$ cat config.mk
export PLATFORM = sky130hd
export DESIGN_NAME = if_stage_flat
export DESIGN_NICKNAME = d
export VERILOG_FILES = /design/src/rtl/if_stage_if.sv /design/src/rtl/if_stage.sv /design/src/flat_wrapper.sv
export SDC_FILE = /design/constraint.sdc
export NUM_CORES = 1
export LEC_CHECK = 0
export ABC_AREA = 1
export BUFFER_PORTS_ARGS = -buffer_cell sky130_fd_sc_hd__buf_2
export CAP_MARGIN = 30
export CORE_ASPECT_RATIO = 0.5
export CORE_MARGIN = 5
export CORE_UTILIZATION = 46
export DETAILED_ROUTE_END_ITERATION = 8
export GPL_TIMING_DRIVEN = 0
export PLACE_DENSITY_LB_ADDON = 0.2
export RECOVER_POWER = 25
export SLEW_MARGIN = 20
export SYNTH_ARGS = -nofsm -noshare
export SYNTH_HDL_FRONTEND = slang
export SYNTH_SLANG_ARGS = --single-unit
$ cat constraint.sdc
create_clock -name clk -period 2.1 [get_ports clk]
set_input_delay 0.315 -clock clk [delete_from_list [all_inputs] [get_ports clk]]
set_output_delay 0.315 -clock clk [all_outputs]
set_load 0.01 [all_outputs]
$ cat src/rtl/if_stage_if.sv
// rtl/if_stage_if.sv - pre-IF / instruction-RAM / ID signal bundle around the IF stage
interface if_stage_if;
    // pre-IF -> IF entry handshake
    logic        in_valid;
    logic        in_ready;
    logic [31:0] in_pc;
    logic        in_req_issued;
    logic        in_exception;
    logic [4:0]  in_exccode;
    logic        in_tlb_refill;

    // instruction-RAM read data channel
    logic        inst_sram_data_ok;
    logic [31:0] inst_sram_rdata;

    // exception-like cancel
    logic        flush;

    // IF -> ID handshake
    logic        out_valid;
    logic        out_ready;
    logic [31:0] out_pc;
    logic [31:0] out_inst;
    logic        out_exception;
    logic [4:0]  out_exccode;
    logic        out_tlb_refill;

    // status back to pre-IF
    logic [31:0] curr_pc;
    logic        stall_wait_for_data;
    logic        discard_pending;

    // environment side: pre-IF, memory bus and ID
    modport master (
        output in_valid, in_pc, in_req_issued, in_exception, in_exccode, in_tlb_refill,
        output inst_sram_data_ok, inst_sram_rdata, flush, out_ready,
        input  in_ready, out_valid, out_pc, out_inst, out_exception, out_exccode,
        input  out_tlb_refill, curr_pc, stall_wait_for_data, discard_pending
    );

    // the IF stage itself
    modport slave (
        input  in_valid, in_pc, in_req_issued, in_exception, in_exccode, in_tlb_refill,
        input  inst_sram_data_ok, inst_sram_rdata, flush, out_ready,
        output in_ready, out_valid, out_pc, out_inst, out_exception, out_exccode,
        output out_tlb_refill, curr_pc, stall_wait_for_data, discard_pending
    );
endinterface

$ cat src/rtl/if_stage.sv
// rtl/if_stage.sv - instruction-fetch stage with data bypass and stale-beat discard
module if_stage #(
    parameter int DISCARD_W = 2
) (
    input  logic       clk,
    input  logic       reset,
    if_stage_if.slave  bus
);

    typedef enum logic [1:0] {
        S_EMPTY = 2'd0,
        S_WAIT  = 2'd1,
        S_HOLD  = 2'd2
    } state_t;

    // curr_pc + 4 equals the reset vector 0xBFC0_0000 after reset
    localparam logic [31:0]          RESET_PC    = 32'hBFBF_FFFC;
    localparam logic [DISCARD_W-1:0] DISCARD_MAX = '1;
    localparam logic [DISCARD_W-1:0] DISCARD_ONE = DISCARD_W'(1);

    state_t               state;
    logic [31:0]          pc_r;
    logic [31:0]          inst_r;
    logic                 exc_r;
    logic [4:0]           exccode_r;
    logic                 tlb_refill_r;
    logic [DISCARD_W-1:0] discard_cnt;

    logic beat_mine;
    logic out_valid_w;
    logic out_fire;
    logic in_ready_w;
    logic in_fire;
    logic disc_inc;
    logic disc_dec;

    // a beat belongs to the held entry only once every stale beat has drained
    assign beat_mine   = bus.inst_sram_data_ok & (discard_cnt == '0);
    assign out_valid_w = (state == S_HOLD) | ((state == S_WAIT) & beat_mine);
    assign out_fire    = out_valid_w & bus.out_ready & ~bus.flush;
    assign in_ready_w  = (state == S_EMPTY) | out_fire;
    assign in_fire     = bus.in_valid & in_ready_w & ~bus.flush;

    // a flush in WAIT orphans the outstanding request; its beat must be dropped later
    assign disc_inc = bus.flush & (state == S_WAIT) & ~beat_mine;
    assign disc_dec = bus.inst_sram_data_ok & (discard_cnt != '0);

    assign bus.in_ready            = in_ready_w;
    assign bus.out_valid           = out_valid_w;
    assign bus.out_pc              = pc_r;
    assign bus.out_inst            = (state == S_WAIT) ? bus.inst_sram_rdata : inst_r;
    assign bus.out_exception       = exc_r;
    assign bus.out_exccode         = exccode_r;
    assign bus.out_tlb_refill      = tlb_refill_r;
    assign bus.curr_pc             = pc_r;
    assign bus.stall_wait_for_data = (state == S_WAIT) & ~beat_mine;
    assign bus.discard_pending     = (discard_cnt != '0);

    // entry FSM: flush wins, then reload, then hand-off, then latch the arriving word
    always_ff @(posedge clk) begin
        if (reset) begin
            state        <= S_EMPTY;
            pc_r         <= RESET_PC;
            inst_r       <= '0;
            exc_r        <= 1'b0;
            exccode_r    <= '0;
            tlb_refill_r <= 1'b0;
        end else if (bus.flush) begin
            state <= S_EMPTY;
        end else if (in_fire) begin
            pc_r         <= bus.in_pc;
            exc_r        <= bus.in_exception;
            exccode_r    <= bus.in_exccode;
            tlb_refill_r <= bus.in_tlb_refill;
            if (bus.in_req_issued) begin
                state <= S_WAIT;
            end else begin
                // no request went out, so the entry is complete with a null instruction
                state  <= S_HOLD;
                inst_r <= '0;
            end
        end else if (out_fire) begin
            state <= S_EMPTY;
        end else if ((state == S_WAIT) && beat_mine) begin
            inst_r <= bus.inst_sram_rdata;
            state  <= S_HOLD;
        end
    end

    // stale-beat counter: simultaneous new orphan and dropped beat cancel out; saturates
    always_ff @(posedge clk) begin
        if (reset) begin
            discard_cnt <= '0;
        end else if (disc_inc && !disc_dec) begin
            if (discard_cnt != DISCARD_MAX) begin
                discard_cnt <= discard_cnt + DISCARD_ONE;
            end
        end else if (disc_dec && !disc_inc) begin
            discard_cnt <= discard_cnt - DISCARD_ONE;
        end
    end

endmodule
$ cat src/flat_wrapper.sv
// flat-port wrapper written by rule: the top's interface ports become plain ports
module if_stage_flat 
#(
    parameter int DISCARD_W = 2
)
  (clk, reset, bus_in_valid, bus_in_pc, bus_in_req_issued, bus_in_exception, bus_in_exccode, bus_in_tlb_refill, bus_inst_sram_data_ok, bus_inst_sram_rdata, bus_flush, bus_out_ready, bus_in_ready, bus_out_valid, bus_out_pc, bus_out_inst, bus_out_exception, bus_out_exccode, bus_out_tlb_refill, bus_curr_pc, bus_stall_wait_for_data, bus_discard_pending);
  if_stage_if bus_i ();
  input  logic clk;
  input  logic reset;
  input wire logic [$bits(bus_i.in_valid)-1:0] bus_in_valid;
  input wire logic [$bits(bus_i.in_pc)-1:0] bus_in_pc;
  input wire logic [$bits(bus_i.in_req_issued)-1:0] bus_in_req_issued;
  input wire logic [$bits(bus_i.in_exception)-1:0] bus_in_exception;
  input wire logic [$bits(bus_i.in_exccode)-1:0] bus_in_exccode;
  input wire logic [$bits(bus_i.in_tlb_refill)-1:0] bus_in_tlb_refill;
  input wire logic [$bits(bus_i.inst_sram_data_ok)-1:0] bus_inst_sram_data_ok;
  input wire logic [$bits(bus_i.inst_sram_rdata)-1:0] bus_inst_sram_rdata;
  input wire logic [$bits(bus_i.flush)-1:0] bus_flush;
  input wire logic [$bits(bus_i.out_ready)-1:0] bus_out_ready;
  output wire logic [$bits(bus_i.in_ready)-1:0] bus_in_ready;
  output wire logic [$bits(bus_i.out_valid)-1:0] bus_out_valid;
  output wire logic [$bits(bus_i.out_pc)-1:0] bus_out_pc;
  output wire logic [$bits(bus_i.out_inst)-1:0] bus_out_inst;
  output wire logic [$bits(bus_i.out_exception)-1:0] bus_out_exception;
  output wire logic [$bits(bus_i.out_exccode)-1:0] bus_out_exccode;
  output wire logic [$bits(bus_i.out_tlb_refill)-1:0] bus_out_tlb_refill;
  output wire logic [$bits(bus_i.curr_pc)-1:0] bus_curr_pc;
  output wire logic [$bits(bus_i.stall_wait_for_data)-1:0] bus_stall_wait_for_data;
  output wire logic [$bits(bus_i.discard_pending)-1:0] bus_discard_pending;
  assign bus_i.in_valid = bus_in_valid;
  assign bus_i.in_pc = bus_in_pc;
  assign bus_i.in_req_issued = bus_in_req_issued;
  assign bus_i.in_exception = bus_in_exception;
  assign bus_i.in_exccode = bus_in_exccode;
  assign bus_i.in_tlb_refill = bus_in_tlb_refill;
  assign bus_i.inst_sram_data_ok = bus_inst_sram_data_ok;
  assign bus_i.inst_sram_rdata = bus_inst_sram_rdata;
  assign bus_i.flush = bus_flush;
  assign bus_i.out_ready = bus_out_ready;
  assign bus_in_ready = bus_i.in_ready;
  assign bus_out_valid = bus_i.out_valid;
  assign bus_out_pc = bus_i.out_pc;
  assign bus_out_inst = bus_i.out_inst;
  assign bus_out_exception = bus_i.out_exception;
  assign bus_out_exccode = bus_i.out_exccode;
  assign bus_out_tlb_refill = bus_i.out_tlb_refill;
  assign bus_curr_pc = bus_i.curr_pc;
  assign bus_stall_wait_for_data = bus_i.stall_wait_for_data;
  assign bus_discard_pending = bus_i.discard_pending;
  if_stage #(.DISCARD_W(DISCARD_W)) u_core (.clk(clk), .reset(reset), .bus(bus_i));
endmodule
# After elaboration in Yosys (flattened, before gate mapping)
# Cells that the tools add are included.
[classes] addsub=2 n_eq_ne=6 n_mux=12 bitwise=14 n_reduce_logical=15
[ops] cell="32-bit two-way mux" n=5
[ops] cell="2-bit two-way mux" n=7
[ops] cell="1-bit AND" n=10
[ops] cell="2-bit inequality test, second input constant" n=4
[ops] cell="2-bit nonzero test" n=3
[ops] cell="2-bit zero test" n=2
[ops] cell="2-bit AND reduction" n=2
[ops] cell="4-bit AND reduction" n=1
[ops] cell="1-bit logical AND" n=3
[ops] cell="3-bit nonzero test" n=1
[ops] cell="2-bit by 1-bit adder with 2-bit output, second input constant" n=1
[ops] cell="2-bit by 1-bit equality test with 1-bit output, second input constant" n=1
[ops] cell="2-bit equality test, second input constant" n=1
[ops] cell="1-bit zero test" n=2
[ops] cell="1-bit inverter" n=2
[ops] cell="1-bit bitwise OR" n=2
[ops] cell="2-bit OR reduction" n=1
[ops] cell="2-bit by 1-bit subtractor with 2-bit output, second input constant" n=1
[totals] ff_bits=75 input_bits=78

# Logic depth before layout (Yosys ltp)
# Gate-level depths: netlist (run 1).
[logic_depth] ltp_word=11 mapped_depth=13 depth_no_buf=12

# Least setup slack after synthesis (run 1)
# Ideal clock, no wire load.
[synth_timing] path_kind="register -> register" startpoint="reg u_core.state[0]" endpoint="reg u_core.inst_r[19]" setup_time_ns=0.113 arrival_time_ns=1.594 required_ns=1.987 path_slack_ns=0.393 path_stages_with_launch=14 period_less_slack_ns=1.707 path_cell_list="dfxtp_1 > inv_2 > nor2_4 > nand3_2 > nand2_1 > nand2_2 > nand2_4 > nand2_4 > nand2_4 > nand3_2 > buf_6 > buf_6 > nor2_1 > nor2_1"
[synth_between] elab_chain_len=10 word_cells_on_any_way=16
[synth_rtl] element="start, declared" line_no="if_stage.sv:21" source="state_t state;"
[synth_rtl] element="start signal, assigned" line_no="if_stage.sv:62" source="state <= S_EMPTY;"
[synth_rtl] element="start signal, assigned" line_no="if_stage.sv:69" source="state <= S_EMPTY;"
[synth_rtl] element="start signal, assigned" line_no="if_stage.sv:76" source="state <= S_WAIT;"
[synth_rtl] element="2-bit by 1-bit equality test with 1-bit output" line_no="if_stage.sv:39" source="assign out_valid_w = (state == S_HOLD) | ((state == S_WAIT) & beat_mine);"
[synth_rtl] element="1-bit AND" line_no="if_stage.sv:39"
[synth_rtl] element="1-bit bitwise OR *" line_no="if_stage.sv:39"
[synth_rtl] element="named net bus_out_valid" line_no="flat_wrapper.sv:21" source="output wire logic [$bits(bus_i.out_valid)-1:0] bus_out_valid;"
[synth_rtl] element="1-bit AND * (2 in series)" line_no="if_stage.sv:40" source="assign out_fire = out_valid_w & bus.out_ready & ~bus.flush;"
[synth_rtl] element="1-bit bitwise OR *" line_no="if_stage.sv:41" source="assign in_ready_w = (state == S_EMPTY) | out_fire;"
[synth_rtl] element="named net bus_in_ready" line_no="flat_wrapper.sv:20" source="output wire logic [$bits(bus_i.in_ready)-1:0] bus_in_ready;"
[synth_rtl] element="1-bit AND * (2 in series)" line_no="if_stage.sv:42" source="assign in_fire = bus.in_valid & in_ready_w & ~bus.flush;"
[synth_rtl] element="2-bit inequality test (no source line) or 2-bit nonzero test (tied branches)"
[synth_rtl] element="4-bit AND reduction (no source line)"
[synth_rtl] element="end signal, assigned" line_no="if_stage.sv:85" source="inst_r <= bus.inst_sram_rdata;"
[synth_rtl] element="end, declared" line_no="if_stage.sv:23" source="logic [31:0] inst_r;"
# The timed path passes the listed nets; every way through them passes the cells marked *.
# A chain may end at the register's enable or synchronous reset.

# Worst setup path in the final report (run 1)
[layout_timing] startpoint="reg u_core.state[0]" endpoint="out bus_out_inst[2]"
[layout_between] elab_chain_len=2
[layout_rtl] element="2-bit by 1-bit equality test with 1-bit output" line_no="if_stage.sv:51" source="assign bus.out_inst = (state == S_WAIT) ? bus.inst_sram_rdata : inst_r;"
[layout_rtl] element="32-bit two-way mux" line_no="if_stage.sv:51"
[layout_rtl] element="end, declared" line_no="flat_wrapper.sv:23" source="output wire logic [$bits(bus_i.out_inst)-1:0] bus_out_inst;"
# Every way passes these cells.

==> impl_metrics.tcl, run 1 <==
set metrics [dict create \
    max_rail_drop_vdd_uv 407.7 \
    place_inst 881 \
    grt_usage_pct 20.14 \
    initial_antenna_violation_count 0 \
    achievable-frequency_ghz 0.5184 \
    worstPathMaxFanout 10 \
    clockBufferDepth 2 \
    vias 3974 \
    clock-skew-final_ps 7.530 \
    placeableCoreArea_um2 7943 \
    antenna_left 0 \
    avgRoutedWirePerCell_um 11.41 \
    outcome "complete, no violations" \
    dieArea_um2 10120 \
    drv_cap 0 \
    grt_max_degree 14 \
    count_of_tritonroute_iterations_in_the_first_routing_pass 6 \
    reg2regPathDepth 13 \
    number_of_nets_produced_by_synthesis 663 \
    route.final.wire_length_um 10260 \
    min-delay-path-class "input port to flop" \
    cp-end-kind "output port" \
    clock_tree.htree_level_count 3 \
    holdPathEnd "u_core.bus.curr_pc[9]" \
    cts_tree "built" \
    worst_r2r_endpoint "u_core.inst_r[27]" \
    floorplan.rows 23 \
    required_ps 1780 \
    layout_min_cycle_time_ps 1929 \
    synth_area_leaders "dfxtp_1 40%, nand2_1 17%, nor2_1 12%" \
    vias_per_cell 4.420 \
    clk-insertion-delay-late_ps 330 \
    postSynthAreaPerCell_um2 6.376 \
    critPathLaunch "u_core.state[0]" \
    place.port_buffers 184 \
    timing_worst_slew_pin_value_ps 512.4 \
    postCtsHoldBufs 0 \
    drt_iter0_drc 125 \
    final_nets 860 \
    worst_setup_hold_path_clk_slew_ps 60 \
    synth.top_cell.area_share_pct 40.25 \
    cp-start-kind "flop" \
    cp.arrival_ps 1610 \
    grt.met1_usage_pct 24.03 \
    area_after_detailed_placement_um2 4791 \
    layout.cell_area.non_filler_um2 5069 \
    drc_errors 0 \
    setup.reg_to_reg.worst_slack_ps 200 \
    antenna_cells 0 \
    grt-busiest-layer "met2" \
    first_global_vias 3544 \
    tritoncts.num_buffers 9 \
    syn2layout_area_growth_pct 35.89 \
    post_route_cells_drive_above_1_share_pct 27.95 \
    grt_setup_unrepaired "false" \
    final-instance-count-excl-fill 899 \
    final_min_period_over_clock_period_pct 91.85 \
    holdPathStages 3 \
    dieHeight_um 73.67 \
    syn_area_um2 3730 \
    grt_first_pass_wirelength_um 16120 \
    cell_with_the_largest_stage_delay_on_the_worst_path "dfxtp_1" \
    routabilityCongestion 0.8023 \
    fin_worst_hold_slack_ps 177.2 \
    synthDominantAreaCellType "dfxtp_1" \
    post-dp-hpwl_um 7843 \
    grt-ovfl-total 0 \
    final_max_slew_viol_count 0 \
    synth_seq_cells 75 \
    critical_path.max_stage_delay_ps 350 \
    clkSinkCount 75 \
    relSlewSlack_pct 65.84 \
    timing_worst_setup_path_type "flop to output port" \
    finalSetupViolations 0 \
    power-per-cell-area_nw_per_um2 752.6 \
    synth-warning-count 0 \
    clock-root-buffer "clkbuf_16" \
    gr-usage-met2_pct 33.91 \
    hold_viol 0 \
    ios 185 \
    netlist_instances 585 \
    leakagePower_nw 2.792 \
    timing.critical_path.cells "inv_2 > nor2_4 > clkbuf_2 > nand2_1 > o21ai_0 > buf_2" \
    final_core_utilization_pct 63.82 \
    synth_cell_type_count 19 \
    register_area_share_after_synthesis_pct 40.25 \
    critical_path.reg2reg.startpoint "u_core.state[0]" \
    worst_hold_startpoint "bus_in_pc[9]" \
    gr-usage-met3_pct 7.456 \
    die_width_um 137.3 \
    floorplan.initialDensity_pct 46.96 \
    setup_total_negative_slack_ps 0 \
]
## power breakdown
group | total, mW | internal, mW | switching (mW)
clock network | 1.58 | 0.988 | 0.590
registers | 1.56 | 1.51 | 0.0506
logic | 0.672 | 0.293 | 0.379
## worst max-delay path, delay by kind of cell, from the launching register on
family                 cells  cell delay (ps)
flip-flops                 1              350
AND/OR/NAND/NOR            2              280
AO/OA/AOI/OAI              1              130
buffers and inverters      3              520
## final cells by class
type	instances	area, µm²
Sequential cell	75	1501
Fill cell	800	2874
Inverter	71	266.5
Clock inverter	5	60.06
Buffer	62	390.4
Clock buffer	11	252.7
Tap cell	112	140.1
Multi-Input combinational cell	377	1578
Timing Repair Buffer	186	879.6
## synth_stat cells
cell      count
buf_6         2
inv_2         3
nor2_4        1
buf_4        33
nand2_4       3
nand4_1       3
dfxtp_1      75
nand2_2       1
or2_2         2
nand3_2       3
inv_1        68
clkbuf_1     17
a221oi_1      1
buf_2        10
nand2_1     168
o21ai_0      41
nor2_1      120
a21oi_1       5
nand3_1      29
## timing repair
item	CTS	global route
resized for setup	2	7
cloned	0	0
setup buffers	0	2
setup endpoints to repair	4	23
pin swaps	0	1
## cells in the final DEF, fill, tap and decap left out, types with 2 or more instances in the layout
master     instances
nand2_1          168
buf_2            150
nor2_1           120
dfxtp_1           75
inv_1             68
clkbuf_1          57
o21ai_0           41
buf_4             35
nand3_1           29
clkbuf_16          9
a21oi_1            5
clkbuf_2           4
inv_2              3
nand3_2            3
nand2_4            3
nand4_1            3
or2_2              2
buf_6              2
clkbuf_8           2
## state kept, by name, summed over array words and instances (netlist names)
signal,count
u_core.bus.curr_pc,32
u_core.bus.out_exccode,5
u_core.bus.out_exception,1
u_core.bus.out_tlb_refill,1
u_core.discard_cnt,2
u_core.inst_r,32
u_core.state,2
## routing by layer
layer / wire length (µm) / up-vias
met5: 0 / -
met3: 875 / 16
met1: 4392 / 1732
li1: - / 2115
met2: 4816 / 111
met4: 172 / 0
## metrics by stage
step / power [mW] / worst slack (ps)
after floorplan: 1.997 / 393.4
after global placement: 2.274 / 181.8
after detailed placement: 2.286 / 178.2
after CTS: 3.869 / 93.99
after global routing: 4.003 / 15.17
final: 3.815 / 171.1
## kinds of logic after synthesis
family	Yosys count	synth area share, %
DFF	75	40.25
AOI/OAI and AO/OA	47	6.407
buffers and inverters	133	17.44
and+or+nand+nor	330	35.89
## how the worst max path moves through the flow
stage	to	depth (start not counted)
final	bus_out_inst[2]	6
after global routing	u_core.inst_r[16]	13
after CTS	bus_out_inst[15]	6
after detailed placement	u_core.inst_r[27]	13
after global placement	u_core.inst_r[25]	13
after floorplan	u_core.inst_r[19]	13
Note: power is estimated with default switching activity, not from simulation.
==> run 2, diff against run 1 <==
CORE_ASPECT_RATIO = 0.8   (was 0.5)
==> run 2 against run 1 <==
Net effect: first-iteration DRC count increased by 59%; die area decreased by 0.97%; core utilization decreased by 0.91 points; clock-buffer cell count increased by 1; clock power decreased by 22%; largest cell class unchanged; largest power group is now registers.
==> impl_metrics.tcl, run 2 (synthesis gave the netlist of run 1 again) <==
set metrics [dict create \
    placeableCoreArea_um2 7910 \
    cp.arrival_ps 1630 \
    timing_worst_slew_pin_value_ps 518.2 \
    worstPathMaxFanout 10 \
    grt_first_pass_wirelength_um 17610 \
    clkSinkCount 75 \
    max_rail_drop_vdd_uv 458.3 \
    routabilityCongestion 0.7771 \
    hold_viol 0 \
    layout_min_cycle_time_ps 1946 \
    finalSetupViolations 0 \
    drv_cap 0 \
    final_core_utilization_pct 62.91 \
    vias 4127 \
    p_comb_share_pct 19.6 \
    clock-skew-final_ps 8.548 \
    syn2layout_area_growth_pct 33.41 \
    outcome "complete, no violations" \
    grt-busiest-layer "met2" \
    avgRoutedWirePerCell_um 12.26 \
    dieArea_um2 10020 \
    grt-ovfl-total 0 \
    post-dp-hpwl_um 8356 \
    worst_setup_hold_path_clk_slew_ps 80 \
    cts_tree "built" \
    power-per-cell-area_nw_per_um2 697.8 \
    power.switching_fraction_pct 27.75 \
    count_of_tritonroute_iterations_in_the_first_routing_pass 4 \
    clk-insertion-delay-late_ps 350 \
    cp-start-kind "flop" \
    vias_per_cell 4.611 \
    seq_power_share_pct 45.1 \
    clock-root-buffer "clkbuf_8" \
    portion_of_total_power_attributed_to_the_clock_network_pct 35.4 \
    required_ps 1780 \
    final_max_slew_viol_count 0 \
    tritoncts.num_buffers 9 \
    antenna_cells 0 \
    grt_usage_pct 20.84 \
    antenna_left 0 \
    layout.cell_area.non_filler_um2 4976 \
    clock_tree.htree_level_count 3 \
    gr-usage-met2_pct 36.16 \
    die_width_um 110.7 \
    min-delay-path-class "input port to flop" \
    timing_worst_setup_path_type "flop to output port" \
    internal_power_summed_over_all_cells_mw 2.509 \
    area_after_detailed_placement_um2 4786 \
    first_global_vias 3796 \
    place.port_buffers 184 \
    grt.met1_usage_pct 24.74 \
    initial_antenna_violation_count 0 \
    cp-end-kind "output port" \
    ios 185 \
    relSlewSlack_pct 65.46 \
    net-switching-power_mw 0.9634 \
    floorplan.rows 29 \
    grt_max_degree 13 \
    route.final.wire_length_um 10970 \
    achievable-frequency_ghz 0.5139 \
    floorplan.initialDensity_pct 47.15 \
    drc_errors 0 \
    mostFrequentLayoutCell "nand2_1" \
    post_route_cells_drive_above_1_share_pct 27.95 \
    final_nets 860 \
    clockBufferDepth 2 \
    final_min_period_over_clock_period_pct 92.67 \
    layout_common_cells "167 x nand2_1, 149 x buf_2, 120 x nor2_1, 74 x dfxtp_1, 68 x inv_1" \
    dieHeight_um 90.54 \
    drt_iter0_drc 199 \
    leakagePower_nw 2.750 \
    setup.reg_to_reg.worst_slack_ps 230 \
    gr-usage-met3_pct 7.502 \
]
## run 2: what timing repair did
action	in CTS	in global routing
buffers inserted	0	2
resized for setup	2	10
setup endpoints to repair	3	66
pin swaps	0	1
hold buffers	0	0
## run 2: path summary, 6_finish.rpt
| path | start | depth (start not counted) | to |
|---|---|---|---|
| hold reg to reg | u_core.state[0] | 2 | u_core.state[0] |
| setup / recovery | u_core.state[0] | 7 | bus_out_inst[29] |
| hold / removal | bus_in_pc[20] | 3 | u_core.bus.curr_pc[20] |
| setup reg to reg | u_core.state[0] | 13 | u_core.inst_r[24] |
## run 2: area by class of cell
type | count | area (µm²)
Buffer | 62 | 392.9
Clock buffer | 12 | 145.1
Clock inverter | 4 | 73.82
Fill cell | 801 | 2934
Inverter | 71 | 266.5
Multi-Input combinational cell | 377 | 1580
Sequential cell | 75 | 1503
Tap cell | 108 | 135.1
Timing Repair Buffer | 186 | 879.6
## run 2: power by group through the flow
stage	combinational, mW	clock, mW	sequential [mW]
after floorplan	0.384	0	1.61
after global placement	0.682	0	1.59
after detailed placement	0.697	0	1.59
after CTS	0.701	1.24	1.56
after global routing	0.766	1.30	1.58
final	0.680	1.23	1.56
## run 2: per-layer routing
metal  wire (µm)  up-vias
li1            -     2115
met3         870       12
met2        5219      138
met4         142        0
met1        4737     1862
met5           0        -
## run 2: through the flow
step | power, mW | setup slack [ps] | TNS, ps | instances | hold WS [ps]
4_1_cts | 3.504 | 25.22 | 0 | 893 | 161.5
2_1_floorplan | 1.997 | 393.4 | 0 | 585 | 387.4
3_3_place_gp | 2.271 | 198.5 | 0 | 877 | 458.6
5_1_grt | 3.641 | -0.5691 | -0.5691 | 895 | 167.3
3_5_place_dp | 2.292 | 122.0 | 0 | 877 | 478.2
6_report | 3.472 | 154.0 | 0 | 895 | 164.1
## run 2: worst max-delay path, stage by stage, from the launching register on
cell	delay, ps
dfxtp_2	350
inv_2	50
nor2_4	190
buf_4	160
clkbuf_4	200
nand2_1	60
o21ai_0	100
buf_2	170
